### config.mk
export PLATFORM = sky130hd
export DESIGN_NAME = bin_to_bcd_seq
export DESIGN_NICKNAME = d
export VERILOG_FILES = /design/src/rtl/bin_to_bcd_seq.sv
export SDC_FILE = /design/constraint.sdc
export NUM_CORES = 1
export LEC_CHECK = 0
export ABC_CLOCK_PERIOD_IN_PS = 5200
export CAP_MARGIN = 20
export CORE_ASPECT_RATIO = 0.8
export CORE_UTILIZATION = 30
export CTS_CLUSTER_DIAMETER = 50
export CTS_CLUSTER_SIZE = 40
export DETAILED_ROUTE_END_ITERATION = 7
export HOLD_SLACK_MARGIN = 0.02
export RECOVER_POWER = 100
export SLEW_MARGIN = 20
export SYNTH_ARGS = -nofsm -noshare
export SYNTH_HDL_FRONTEND = slang
export SYNTH_SLANG_ARGS = --single-unit
export TNS_END_PERCENT = 30
### constraint.sdc
create_clock -name clk -period 5.2 [get_ports clk]
set_clock_uncertainty 0.2 [all_clocks]
set_input_delay 1.04 -clock clk [delete_from_list [all_inputs] [get_ports clk]]
set_output_delay 1.04 -clock clk [all_outputs]
set_load 0.005 [all_outputs]
### src/rtl/bin_to_bcd_seq.sv
// Sequential double-dabble binary-to-BCD converter, one input bit per clock.
// Optional leading-zero mask output enabled by defining BCD_BLANK_EN.
module bin_to_bcd_seq #(
    parameter int unsigned N_BITS   = 16,
    parameter int unsigned N_DIGITS = 5
) (
    input  logic                    clk,
    input  logic                    rst,
    input  logic                    start,
    input  logic [N_BITS-1:0]       bin_in,
    output logic                    busy,
    output logic                    done,
    output logic [4*N_DIGITS-1:0]   bcd_out
`ifdef BCD_BLANK_EN
    ,
    output logic [N_DIGITS-1:0]     blank
`endif
);

    localparam int unsigned CntW = (N_BITS > 1) ? $clog2(N_BITS) : 1;

    typedef enum logic [1:0] {StIdle, StShift, StDone} state_t;

    state_t                  state_q, state_d;
    logic [N_BITS-1:0]       shift_q, shift_d;
    logic [4*N_DIGITS-1:0]   scratch_q, scratch_d;
    logic [CntW-1:0]         cnt_q, cnt_d;
    logic [4*N_DIGITS-1:0]   bcd_q, bcd_d;
    logic [4*N_DIGITS-1:0]   adj;
    logic [4*N_DIGITS-1:0]   scratch_nxt;
    logic                    load_result;

    // Add-3 correction on every digit in parallel before the shift.
    for (genvar i = 0; i < N_DIGITS; i++) begin : g_digit
        assign adj[4*i +: 4] = (scratch_q[4*i +: 4] >= 4'd5) ?
                               scratch_q[4*i +: 4] + 4'd3 : scratch_q[4*i +: 4];
    end

    assign scratch_nxt = {adj[4*N_DIGITS-2:0], shift_q[N_BITS-1]};

    always_comb begin
        state_d     = state_q;
        shift_d     = shift_q;
        scratch_d   = scratch_q;
        cnt_d       = cnt_q;
        bcd_d       = bcd_q;
        load_result = 1'b0;
        unique case (state_q)
            StIdle, StDone: begin
                if (start) begin
                    state_d   = StShift;
                    shift_d   = bin_in;
                    scratch_d = '0;
                    cnt_d     = CntW'(N_BITS - 1);
                end else begin
                    state_d = StIdle;
                end
            end
            StShift: begin
                shift_d   = {shift_q[N_BITS-2:0], 1'b0};
                scratch_d = scratch_nxt;
                if (cnt_q == '0) begin
                    state_d     = StDone;
                    bcd_d       = scratch_nxt;
                    load_result = 1'b1;
                end else begin
                    cnt_d = cnt_q - CntW'(1);
                end
            end
            default: state_d = StIdle;
        endcase
    end

    always_ff @(posedge clk or posedge rst) begin
        if (rst) begin
            state_q   <= StIdle;
            shift_q   <= '0;
            scratch_q <= '0;
            cnt_q     <= '0;
            bcd_q     <= '0;
        end else begin
            state_q   <= state_d;
            shift_q   <= shift_d;
            scratch_q <= scratch_d;
            cnt_q     <= cnt_d;
            bcd_q     <= bcd_d;
        end
    end

    always_comb begin
        busy    = (state_q == StShift);
        done    = (state_q == StDone);
        bcd_out = bcd_q;
    end

`ifdef BCD_BLANK_EN
    logic [N_DIGITS-1:0] blank_q, blank_nxt;
    logic                zero_above;

    // Digit 0 is never blanked so a zero result still shows one digit.
    always_comb begin
        blank_nxt  = '0;
        zero_above = 1'b1;
        for (int i = N_DIGITS - 1; i >= 1; i--) begin
            zero_above   = zero_above && (scratch_nxt[4*i +: 4] == 4'd0);
            blank_nxt[i] = zero_above;
        end
    end

    always_ff @(posedge clk or posedge rst) begin
        if (rst) begin
            blank_q <= '0;
        end else if (load_result) begin
            blank_q <= blank_nxt;
        end
    end

    assign blank = blank_q;
`endif

endmodule

==> qor.log, run 1 <==
[die] number of placement rows 31
[pwr] power per cell area 672.7 nW/µm²
[sta] setup_tns 0 ns
[setup_path] highest net fanout along the worst path 36
[sta] Slew Limit Headroom -56.06%
[cells_and_area] ant diodes 0
[die] Starting Density 31.38%
[setup_path] Crit-path slowest cell sky130_fd_sc_hd__nor2_1
[route] Initial DRT Pass Iterations 8
[global_route] via count of the first global-routing pass 2,115
[sta] min Tclk post-route 3.892 ns
[route] routed via count divided by cell count 4.768
[pwr] sequential group share of total power 34.9%
[setup_path] type of element capturing the critical path flop
[place] Port Buffers 40
[pwr] Power Internal 1.672 mW
[setup_path] family with the most delay on the worst path simple AND/OR/NAND/NOR gates
[setup_path] cells traversed along the worst timing path nand2b_2 -> inv_1 -> nor2_1 -> o21ai_0 -> nand2_1
[setup_path] crit path kind reg2reg
[pwr] Peak VDD IR 0.0001624 V
[clocking] buffer cell driving the clock tree root sky130_fd_sc_hd__clkbuf_16
[route] via count 2,117
[clocking] number of buffers inserted to repair setup after CTS 0
[global_route] Congestion Overflow GR 0
[synthesis] compound-gate portion of the synthesized area 15.77%
[status] failing checks design-rule violations, max-capacitance violations, max-slew violations
[sta] number of hold-slack violations in the final timing report 0
[sta] final-report max-slew violation count 78
[cells_and_area] nets 354
[setup_path] arrival time of the worst setup path 3.95 ns
[cells_and_area] number of non-filler instances in the completed layout 444
[global_route] pin count of the biggest net entering global routing 41
[global_route] initial antenna violation count 0
[setup_path] startpoint types flop
[route] WL/cell 13.63 µm
[sta] Worst Setup Slack, final 1.308 ns
[place] Placed Cells incl. Taps 428
[clocking] CTS tree yes
[die] I/O pin total 41
[pwr] switching part of the total 33.71%
[sta] total setup violations reported at the end of the flow 0
[pwr] total net switching power 850.0 µW
[cells_and_area] most common cell after layout, fill and taps aside sky130_fd_sc_hd__dfrtp_1
[sta] unrepaired setup endpoints after global routing no
[route] remaining design rule violation count 2
[place] worst slack, placed 2.038 ns
[pwr] relative contribution of combinational cells to total power 36.1%
[pwr] leakage power 1.682 nW
[synthesis] fraction of synthesized area in multiplexers 4.881%
[cells_and_area] sequential cell area in the final layout 1551 µm²
[place] detailed-placement wirelength estimate 3940 µm
[place] final weighted congestion in routability-driven placement 0.7134
[cells_and_area] number of fill cells in the layout 903
[cells_and_area] proportion of layout cells with a drive suffix above 1 9.726%
[sta] hold slack 0.2745 ns
[synthesis] fraction of post-synthesis cell area in the top cell type by area 53.56%
[pwr] proportion of power drawn by the clock network 29.0%
[synthesis] Synth Instances 282
[min_path] class of the tightest hold or removal check reg2reg
[synthesis] flip-flop and latch count after synthesis 62
[cells_and_area] Area growth, synth to finish 29.42%
[clocking] clock buffers created by TritonCTS 9
[clocking] number of sinks on the clock net 62
[clocking] clock buffer depth 2
[synthesis] synth top area cells sky130_fd_sc_hd__dfrtp_1 54%, sky130_fd_sc_hd__nand2_1 7.3%, sky130_fd_sc_hd__ha_1 4.8%
[global_route] Overall Global Routing Usage 13.28%
[synthesis] Distinct cells, synth 33
[global_route] global-route wire length before repair 10,340 µm
[synthesis] Syn. warnings 0
[clocking] later-pin clock latency in the skew report 0.33 ns
[flow_run] Max-Cap Viols 2
[synthesis] largest family of logic cells by synthesized area compound AO/OA/AOI/OAI gates
[synthesis] adder and majority gate portion of the synthesized area 4.752%
[clocking] total number of H-tree levels 3
[clocking] clock-pin slew of the registers on the worst-case setup and hold paths 0.05 ns
[clocking] CTS-repair resized insts 0
[synthesis] xor and xnor area share after synthesis 1.512%
[sta] fin crit share 74.85%
[sta] slew at the pin closest to its max-slew limit 2.332 ns
[die] chip width 111.9 µm
[route] total length of routed wires 6051 µm
[synthesis] Mapped Nets 312
[setup_path] reg2reg setup slack 1.31 ns
[die] die area 10,050 µm²
[cells_and_area] leading cell types in the layout, fill and taps excluded 62 x sky130_fd_sc_hd__dfrtp_1, 57 x sky130_fd_sc_hd__nand2_1, 24 x sky130_fd_sc_hd__dlygate4sd3_1, 23 x sky130_fd_sc_hd__o21ai_0, 16 x sky130_fd_sc_hd__clkdlybuf4s50_1
[die] die span in y 89.89 µm
[die] CORE AREA 9231 µm²
[synthesis] share of synthesized cell area in and, or, nand and nor gates 15.72%
[clocking] cts hold-fix bufs 0
[setup_path] critical path required time 5.26 ns
[cells_and_area] final core area utilization 40.61%
[setup_path] largest stage delay on the critical path 1.94 ns
[route] Routed Antenna Nets 0
[sta] achievable clock frequency 0.2569 GHz
[synthesis] post-synthesis area per instance 10.27 µm²
[synthesis] cell accounting for the most synthesized area sky130_fd_sc_hd__dfrtp_1
[cells_and_area] multi-input logic area 1225 µm²
[status] status finished, violations left
[setup_path] combined buffer and inverter count along the critical path 1
[synthesis] netlist area before placement 2897 µm²
[route] initial DRC count 100
[synthesis] sequential element share of the synthesized area 53.56%
metal layers:
metal  vias up  part of all wire, %  global-route usage (%)
met5         -                    0                       0
li1       1057                    -                       -
met2        35                   46                   20.39
met3         9                  4.6                   4.720
met1      1016                   48                   17.08
met4         0                  1.2                   5.068
through the flow:
stage	power (mW)	instance area, µm²
3_3_place_gp	1.831	3405
4_1_cts	2.615	3767
2_1_floorplan	1.528	2897
3_5_place_dp	1.867	3405
6_report	2.522	3749
5_1_grt	2.731	3749
synthesized netlist by cell type:
cell	count
sky130_fd_sc_hd__nand2b_1	6
sky130_fd_sc_hd__clkbuf_1	1
sky130_fd_sc_hd__mux2i_1	4
sky130_fd_sc_hd__a22o_1	9
sky130_fd_sc_hd__a21oi_2	5
sky130_fd_sc_hd__inv_2	1
sky130_fd_sc_hd__ha_1	11
sky130_fd_sc_hd__nand2b_2	1
sky130_fd_sc_hd__o21ai_0	2
sky130_fd_sc_hd__nor2b_1	3
sky130_fd_sc_hd__mux2_2	7
sky130_fd_sc_hd__nor3b_2	1
sky130_fd_sc_hd__nand2_1	56
sky130_fd_sc_hd__nor2_4	1
sky130_fd_sc_hd__nor3_1	6
sky130_fd_sc_hd__inv_4	1
sky130_fd_sc_hd__xnor2_1	5
sky130_fd_sc_hd__buf_1	2
sky130_fd_sc_hd__a31oi_1	1
sky130_fd_sc_hd__o21ai_1	27
sky130_fd_sc_hd__nor2_1	3
sky130_fd_sc_hd__a22oi_1	15
sky130_fd_sc_hd__nand2_2	1
sky130_fd_sc_hd__o211ai_1	1
sky130_fd_sc_hd__or4_4	1
sky130_fd_sc_hd__o31ai_2	1
sky130_fd_sc_hd__buf_2	8
sky130_fd_sc_hd__inv_1	13
sky130_fd_sc_hd__mux2_1	2
sky130_fd_sc_hd__nand3_1	6
sky130_fd_sc_hd__a21oi_1	10
sky130_fd_sc_hd__dfrtp_1	62
sky130_fd_sc_hd__nor3b_1	9
power by group through the flow:
stage / clock [mW] / sequential, mW / combinational (mW)
3_3_place_gp: 0 / 0.883 / 0.949
3_5_place_dp: 0 / 0.893 / 0.975
4_1_cts: 0.748 / 0.888 / 0.979
5_1_grt: 0.768 / 0.919 / 1.04
2_1_floorplan: 0 / 0.858 / 0.670
6_report: 0.731 / 0.881 / 0.910
state kept, by name, summed over array words and instances, names as in the netlist:
register and flops:
cnt_q 4, shift_q 16, bcd_out 20, state_q 2
scratch_q 20
worst register-to-register path, delay by kind of cell, from the launching register on:
kind                   cells  cell delay, ns
and+or+nand+nor            3            2.35
buffers and inverters      1            0.55
DFF                        1            0.41
AOI/OAI and AO/OA          1            0.32
logic make-up after synthesis:
| kind of cell | after synthesis |
|---|---|
| XOR/XNOR | 5 |
| adder cells (fa/ha/maj) | 11 |
| multiplexers | 13 |
| buffers and inverters | 26 |
| AND/OR/NAND/NOR | 94 |
| flip-flops | 62 |
| AO/OA/AOI/OAI | 71 |
cell type report:
cell class	count	share of cell area (%)
Multi-Input combinational cell	194	32.68
Sequential cell	62	41.39
Inverter	15	1.535
Timing Repair Buffer	42	10.88
Clock inverter	6	3.571
Clock buffer	10	6.108
Tap cell	115	3.838
path summary, 6_finish.rpt:
kind	start	to	depth (start not counted)
max	state_q[0]$_DFFE_PP0P_	scratch_q[7]$_DFFE_PP0P_	5
min	bcd_out[8]$_DFFE_PP0P_	bcd_out[8]$_DFFE_PP0P_	2
max reg2reg	state_q[0]$_DFFE_PP0P_	scratch_q[7]$_DFFE_PP0P_	5
min reg2reg	bcd_out[8]$_DFFE_PP0P_	bcd_out[8]$_DFFE_PP0P_	2
max in group asynchronous	rst	scratch_q[19]$_DFFE_PP0P_	3
min in group asynchronous	rst	scratch_q[11]$_DFFE_PP0P_	2
No activity file was read; power rests on OpenSTA's default activity.
==> run 2, diff against run 1 <==
--- a/config.mk
+++ b/config.mk
@@ -5,7 +5,7 @@
 export SDC_FILE = /design/constraint.sdc
 export NUM_CORES = 1
 export LEC_CHECK = 0
-export ABC_CLOCK_PERIOD_IN_PS = 5200
+export ABC_CLOCK_PERIOD_IN_PS = 3700
 export CAP_MARGIN = 20
 export CORE_ASPECT_RATIO = 0.8
 export CORE_UTILIZATION = 30
==> constraint.sdc (replaced) <==
create_clock -name clk -period 3.7 [get_ports clk]
set_clock_uncertainty 0.2 [all_clocks]
set_input_delay 0.74 -clock clk [delete_from_list [all_inputs] [get_ports clk]]
set_output_delay 0.74 -clock clk [all_outputs]
set_load 0.005 [all_outputs]
==> qor.log, run 2 (synthesized netlist as in run 1, its figures left out) <==
[sta] slew at the pin closest to its max-slew limit 1.200 ns
[clocking] total number of H-tree levels 3
[pwr] total net switching power 1.196 mW
[route] remaining design rule violation count 2
[die] Starting Density 31.38%
[sta] fin crit share 83.77%
[clocking] CTS-repair resized insts 0
[cells_and_area] nets 357
[sta] unrepaired setup endpoints after global routing no
[pwr] switching part of the total 34.80%
[sta] achievable clock frequency 0.3226 GHz
[setup_path] cells traversed along the worst timing path nand2b_1 -> inv_1 -> clkdlybuf4s50_1
[route] via count 2,160
[cells_and_area] most common cell after layout, fill and taps aside sky130_fd_sc_hd__dfrtp_1
[pwr] leakage power 1.681 nW
[clocking] number of buffers inserted to repair setup after CTS 0
[sta] total setup violations reported at the end of the flow 0
[clocking] later-pin clock latency in the skew report 0.33 ns
[pwr] proportion of power drawn by the clock network 26.0%
[setup_path] type of element capturing the critical path output port
[route] Routed Antenna Nets 0
[sta] min Tclk post-route 3.099 ns
[pwr] overall power consumption 3.436 mW
[die] die area 10,050 µm²
[setup_path] highest net fanout along the worst path 16
[place] final weighted congestion in routability-driven placement 0.7232
[min_path] number of cells traversed by the worst hold path 2
[setup_path] reg2reg setup slack 0.71 ns
[status] failing checks design-rule violations
[setup_path] largest stage delay on the critical path 0.59 ns
[place] Port Buffers 40
[route] routed via count divided by cell count 4.832
[global_route] pin count of the biggest net entering global routing 37
[route] total length of routed wires 6222 µm
[die] number of placement rows 31
[pwr] power per cell area 921.5 nW/µm²
[min_path] class of the tightest hold or removal check reg2reg
[clocking] number of sinks on the clock net 62
[setup_path] crit path kind reg2out
[clocking] clock buffers created by TritonCTS 9
[global_route] Congestion Overflow GR 0
[setup_path] Crit-path slowest cell sky130_fd_sc_hd__clkdlybuf4s50_1
[die] I/O pin total 41
[setup_path] startpoint types flop
[sta] Slew Limit Headroom 19.97%
[min_path] worst-case hold path end point bcd_out[7]$_DFFE_PP0P_
[global_route] via count of the first global-routing pass 2,206
[global_route] initial antenna violation count 0
[cells_and_area] Area growth, synth to finish 28.73%
[flow_run] Max-Cap Viols 0
[setup_path] combined buffer and inverter count along the critical path 2
[global_route] global-route wire length before repair 10,750 µm
[pwr] sequential group share of total power 36.1%
[setup_path] reg2reg path depth 6
[min_path] Hold Path Origin bcd_out[7]$_DFFE_PP0P_
[status] status finished, violations left
[setup_path] critical path required time 2.76 ns
[route] initial DRC count 96
[place] detailed-placement wirelength estimate 4206 µm
[setup_path] launching point of the worst reg2reg path state_q[0]$_DFFE_PP0P_
[sta] setup_tns 0 ns
[clocking] CTS tree yes
[clocking] buffer cell driving the clock tree root sky130_fd_sc_hd__clkbuf_16
[sta] final-report max-slew violation count 0
[clocking] clock buffer depth 2
[cells_and_area] ant diodes 0
[pwr] Peak VDD IR 0.0002944 V
[global_route] Overall Global Routing Usage 13.54%
[setup_path] family with the most delay on the worst path buffers and inverters
[pwr] relative contribution of combinational cells to total power 38.0%
[die] CORE AREA 9231 µm²
[die] chip width 111.9 µm
[route] Initial DRT Pass Iterations 8
[setup_path] arrival time of the worst setup path 2.16 ns
[die] die span in y 89.89 µm
[sta] number of hold-slack violations in the final timing report 0
[setup_path] endpoint of the worst register-to-register path bcd_out[6]$_DFFE_PP0P_
[clocking] clock-pin slew of the registers on the worst-case setup and hold paths 0.05 ns
[route] WL/cell 13.92 µm
[clocking] cts hold-fix bufs 0
[cells_and_area] proportion of layout cells with a drive suffix above 1 10.24%
[cells_and_area] leading cell types in the layout, fill and taps excluded 62 x sky130_fd_sc_hd__dfrtp_1, 57 x sky130_fd_sc_hd__nand2_1, 23 x sky130_fd_sc_hd__o21ai_0, 22 x sky130_fd_sc_hd__dlygate4sd3_1, 18 x sky130_fd_sc_hd__clkdlybuf4s50_1
[pwr] Power Internal 2.240 mW
-- run 2: cell types whose count changed in the layout (fill, tap and decap cells not counted), sizes merged --
| cell | change |
|---|---|
| buf | +4 |
| dlygate4sd3 | -2 |
| clkbuf | +1 |
| bufinv | -2 |
| clkdlybuf4s50 | +2 |
-- run 2: power groups by stage --
stage | Sequential [mW] | Clock, mW | Combinational, mW
global route | 1.29 | 0.949 | 1.48
finish | 1.24 | 0.893 | 1.30
detailed placement | 1.25 | 0 | 1.38
floorplan | 1.21 | 0 | 0.942
global placement | 1.24 | 0 | 1.33
CTS | 1.25 | 0.917 | 1.39
-- run 2: per-stage QoR --
step                      hold slack (ns)  cells  area [µm²]  setup slack [ns]  utilization (%)
after global routing               0.2935    447        3729            0.4543            40.39
final                              0.2665    447        3729            0.6006            40.39
after floorplan                    0.2463    282        2897             1.219                -
after CTS                          0.2773    447        3744            0.8525            40.55
after global placement             0.2599    431        3427             1.043            37.12
after detailed placement           0.2629    431        3427             1.016            37.12
-- run 2: cell type report --
class,count,area (µm²)
inverter,15,57.56
fill,906,5503
sequential,62,1551
timing repair buffer,45,434.2
tap,115,143.9
clock inverter,4,70.07
clock buffer,12,246.5
multi-input combinational,194,1225
-- run 2: worst register-to-register path, delay by kind of cell (launching register included) --
kind	cells	cell delay, ns
DFF	1	0.41
buffers and inverters	3	1.13
and+or+nand+nor	2	0.66
muxes	1	0.46
-- run 2: layer usage --
| metal | track usage, % | part of all wire, % |
|---|---|---|
| met1 | 16.91 | 47 |
| met2 | 22.05 | 48 |
| met3 | 3.844 | 3.5 |
| met4 | 5.405 | 1.3 |
| met5 | 0 | 0 |
-- run 2: worst max path at each step --
stage / startpoint / end / depth (start not counted) / slack (ns)
floorplan: rst / bcd_out[0]$_DFFE_PP0P_ / 1 / 1.22
detailed placement: start / scratch_q[2]$_DFFE_PP0P_ / 5 / 1.02
finish: state_q[1]$_DFFE_PP0P_ / busy / 3 / 0.60
global route: state_q[1]$_DFFE_PP0P_ / busy / 3 / 0.45
global placement: start / scratch_q[2]$_DFFE_PP0P_ / 5 / 1.04
CTS: state_q[1]$_DFFE_PP0P_ / busy / 3 / 0.85
==> run 3, diff against run 2 <==
--- a/config.mk
+++ b/config.mk
@@ -5,7 +5,7 @@
 export SDC_FILE = /design/constraint.sdc
 export NUM_CORES = 1
 export LEC_CHECK = 0
-export ABC_CLOCK_PERIOD_IN_PS = 3700
+export ABC_CLOCK_PERIOD_IN_PS = 3000
 export CAP_MARGIN = 20
 export CORE_ASPECT_RATIO = 0.8
 export CORE_UTILIZATION = 30
==> constraint.sdc (replaced) <==
create_clock -name clk -period 3 [get_ports clk]
set_clock_uncertainty 0.2 [all_clocks]
set_input_delay 0.6 -clock clk [delete_from_list [all_inputs] [get_ports clk]]
set_output_delay 0.6 -clock clk [all_outputs]
set_load 0.005 [all_outputs]
==> qor.log, run 3 (synthesized netlist as in run 1, its figures left out) <==
[route] Initial DRT Pass Iterations 8
[setup_path] crit path kind reg2out
[route] WL/cell 13.44 µm
[die] I/O pin total 41
[place] Port Buffers 40
[clocking] clock-pin slew of the registers on the worst-case setup and hold paths 0.05 ns
[setup_path] critical path required time 2.20 ns
[die] Starting Density 31.38%
[setup_path] Crit-path slowest cell sky130_fd_sc_hd__clkdlybuf4s50_1
[clocking] number of sinks on the clock net 62
[setup_path] type of element capturing the critical path output port
[sta] hold slack 0.2706 ns
[clocking] later-pin clock latency in the skew report 0.32 ns
[sta] min Tclk post-route 2.591 ns
[sta] total setup violations reported at the end of the flow 0
[min_path] number of cells traversed by the worst hold path 2
[die] number of placement rows 31
[setup_path] cells traversed along the worst timing path nand2b_1 -> inv_2 -> clkdlybuf4s50_1
[clocking] number of buffers inserted to repair setup after CTS 0
[die] die span in y 89.89 µm
[clocking] clock buffers created by TritonCTS 9
[global_route] Overall Global Routing Usage 13.23%
[setup_path] largest stage delay on the critical path 0.51 ns
[global_route] pin count of the biggest net entering global routing 39
[cells_and_area] sequential cell area in the final layout 1551 µm²
[min_path] class of the tightest hold or removal check reg2reg
[setup_path] startpoint types flop
[cells_and_area] number of fill cells in the layout 911
[setup_path] combined buffer and inverter count along the critical path 2
[clocking] buffer cell driving the clock tree root sky130_fd_sc_hd__clkbuf_16
[die] chip width 111.9 µm
[global_route] global-route wire length before repair 10,560 µm
[global_route] Congestion Overflow GR 0
[pwr] power per cell area 1128 nW/µm²
[route] remaining design rule violation count 2
[sta] final-report max-slew violation count 0
[cells_and_area] final non-filler cell area 3744 µm²
[clocking] CTS-repair resized insts 0
[min_path] worst-case hold path end point bcd_out[4]$_DFFE_PP0P_
[cells_and_area] most common cell after layout, fill and taps aside sky130_fd_sc_hd__dfrtp_1
[global_route] global-route track usage on met3 4.316%
[cells_and_area] ant diodes 0
[sta] number of hold-slack violations in the final timing report 0
[setup_path] highest net fanout along the worst path 16
[sta] slew at the pin closest to its max-slew limit 0.9884 ns
[setup_path] endpoint of the worst register-to-register path scratch_q[19]$_DFFE_PP0P_
[route] via count 2,138
[setup_path] launching point of the worst reg2reg path state_q[0]$_DFFE_PP0P_
[cells_and_area] leading cell types in the layout, fill and taps excluded 62 x sky130_fd_sc_hd__dfrtp_1, 57 x sky130_fd_sc_hd__nand2_1, 24 x sky130_fd_sc_hd__o21ai_0, 22 x sky130_fd_sc_hd__dlygate4sd3_1, 18 x sky130_fd_sc_hd__clkdlybuf4s50_1
[sta] Slew Limit Headroom 34.03%
[pwr] Peak VDD IR 0.0003146 V
[setup_path] family with the most delay on the worst path buffers and inverters
[status] failing checks design-rule violations
[die] CORE AREA 9231 µm²
[sta] achievable clock frequency 0.3859 GHz
[setup_path] arrival time of the worst setup path 1.79 ns
[global_route] met2 routing resource usage after global routing 20.86%
[cells_and_area] proportion of layout cells with a drive suffix above 1 11.18%
[cells_and_area] Area growth, synth to finish 29.24%
[sta] unrepaired setup endpoints after global routing no
[flow_run] Max-Cap Viols 0
[global_route] initial antenna violation count 0
[route] routed via count divided by cell count 4.794
[sta] fin crit share 86.38%
[cells_and_area] multi-input logic area 1225 µm²
[min_path] Hold Path Origin bcd_out[4]$_DFFE_PP0P_
[place] final weighted congestion in routability-driven placement 0.7307
[route] total length of routed wires 5993 µm
[clocking] CTS tree yes
[place] detailed-placement wirelength estimate 3967 µm
[die] die area 10,050 µm²
[global_route] via count of the first global-routing pass 2,213
[global_route] GR Util met1 17.21%
[clocking] cts hold-fix bufs 0
[global_route] layer with the highest usage after global routing met2
[clocking] clock buffer depth 2
[setup_path] reg2reg setup slack 0.50 ns
[pwr] leakage power 1.690 nW
[route] initial DRC count 59
[sta] setup_tns 0 ns
[route] Routed Antenna Nets 0
[place] placement-stage cell area 3432 µm²
[clocking] total number of H-tree levels 3
[setup_path] reg2reg path depth 6
[cells_and_area] nets 356
[status] status finished, violations left
run 3: cell count changes in the layout (fill, tap and decap cells not counted), sizes merged:
cell    previous run  this run
clkinv             2         4
clkbuf            13        10
inv               14        15
buf                4         3
run 3: power breakdown:
part	leakage (nW)	total [mW]	switching, mW	internal (mW)
clock network	0.156	1.10	0.372	0.729
logic	0.768	1.60	0.807	0.791
registers	0.766	1.52	0.299	1.23
run 3: through the flow:
step / total power, mW / util (%) / std cells / setup slack, ns
after CTS: 4.384 / 40.69 / 446 / 0.5177
after detailed placement: 3.250 / 37.18 / 430 / 0.6371
after global routing: 4.570 / 40.55 / 446 / 0.2840
after global placement: 3.187 / 37.18 / 430 / 0.6397
after floorplan: 2.648 / - / 282 / 0.6586
final: 4.223 / 40.55 / 446 / 0.4087
run 3: how the worst max path moves through the flow:
stage,slack [ns],depth (start not counted),startpoint,end
2_1_floorplan,0.66,1,rst,bcd_out[0]$_DFFE_PP0P_
3_3_place_gp,0.64,4,start,scratch_q[2]$_DFFE_PP0P_
3_5_place_dp,0.64,4,start,scratch_q[5]$_DFFE_PP0P_
4_1_cts,0.52,3,state_q[1]$_DFFE_PP0P_,busy
5_1_grt,0.28,6,state_q[0]$_DFFE_PP0P_,scratch_q[11]$_DFFE_PP0P_
6_report,0.41,3,state_q[1]$_DFFE_PP0P_,busy
run 3: layer usage:
| metal | vias to the layer above | wire length [µm] |
|---|---|---|
| met5 | - | 0 |
| met4 | 0 | 61 |
| met3 | 8 | 241 |
| met2 | 33 | 2744 |
| met1 | 1033 | 2946 |
| li1 | 1064 | - |
run 3: area by class of cell:
type,count,share of cell area (%)
sequential,62,41.44
multi-input combinational,194,32.72
timing repair buffer,44,11.76
clock inverter,7,2.640
clock buffer,9,6.016
inverter,15,1.571
tap,115,3.844
run 3: worst reg2reg max path: cells and delay by family, from the launching register on:
family / cells / cell delay, ns
AO/OA/AOI/OAI: 1 / 0.23
buffers and inverters: 2 / 0.37
flip-flops: 1 / 0.41
AND/OR/NAND/NOR: 3 / 1.25
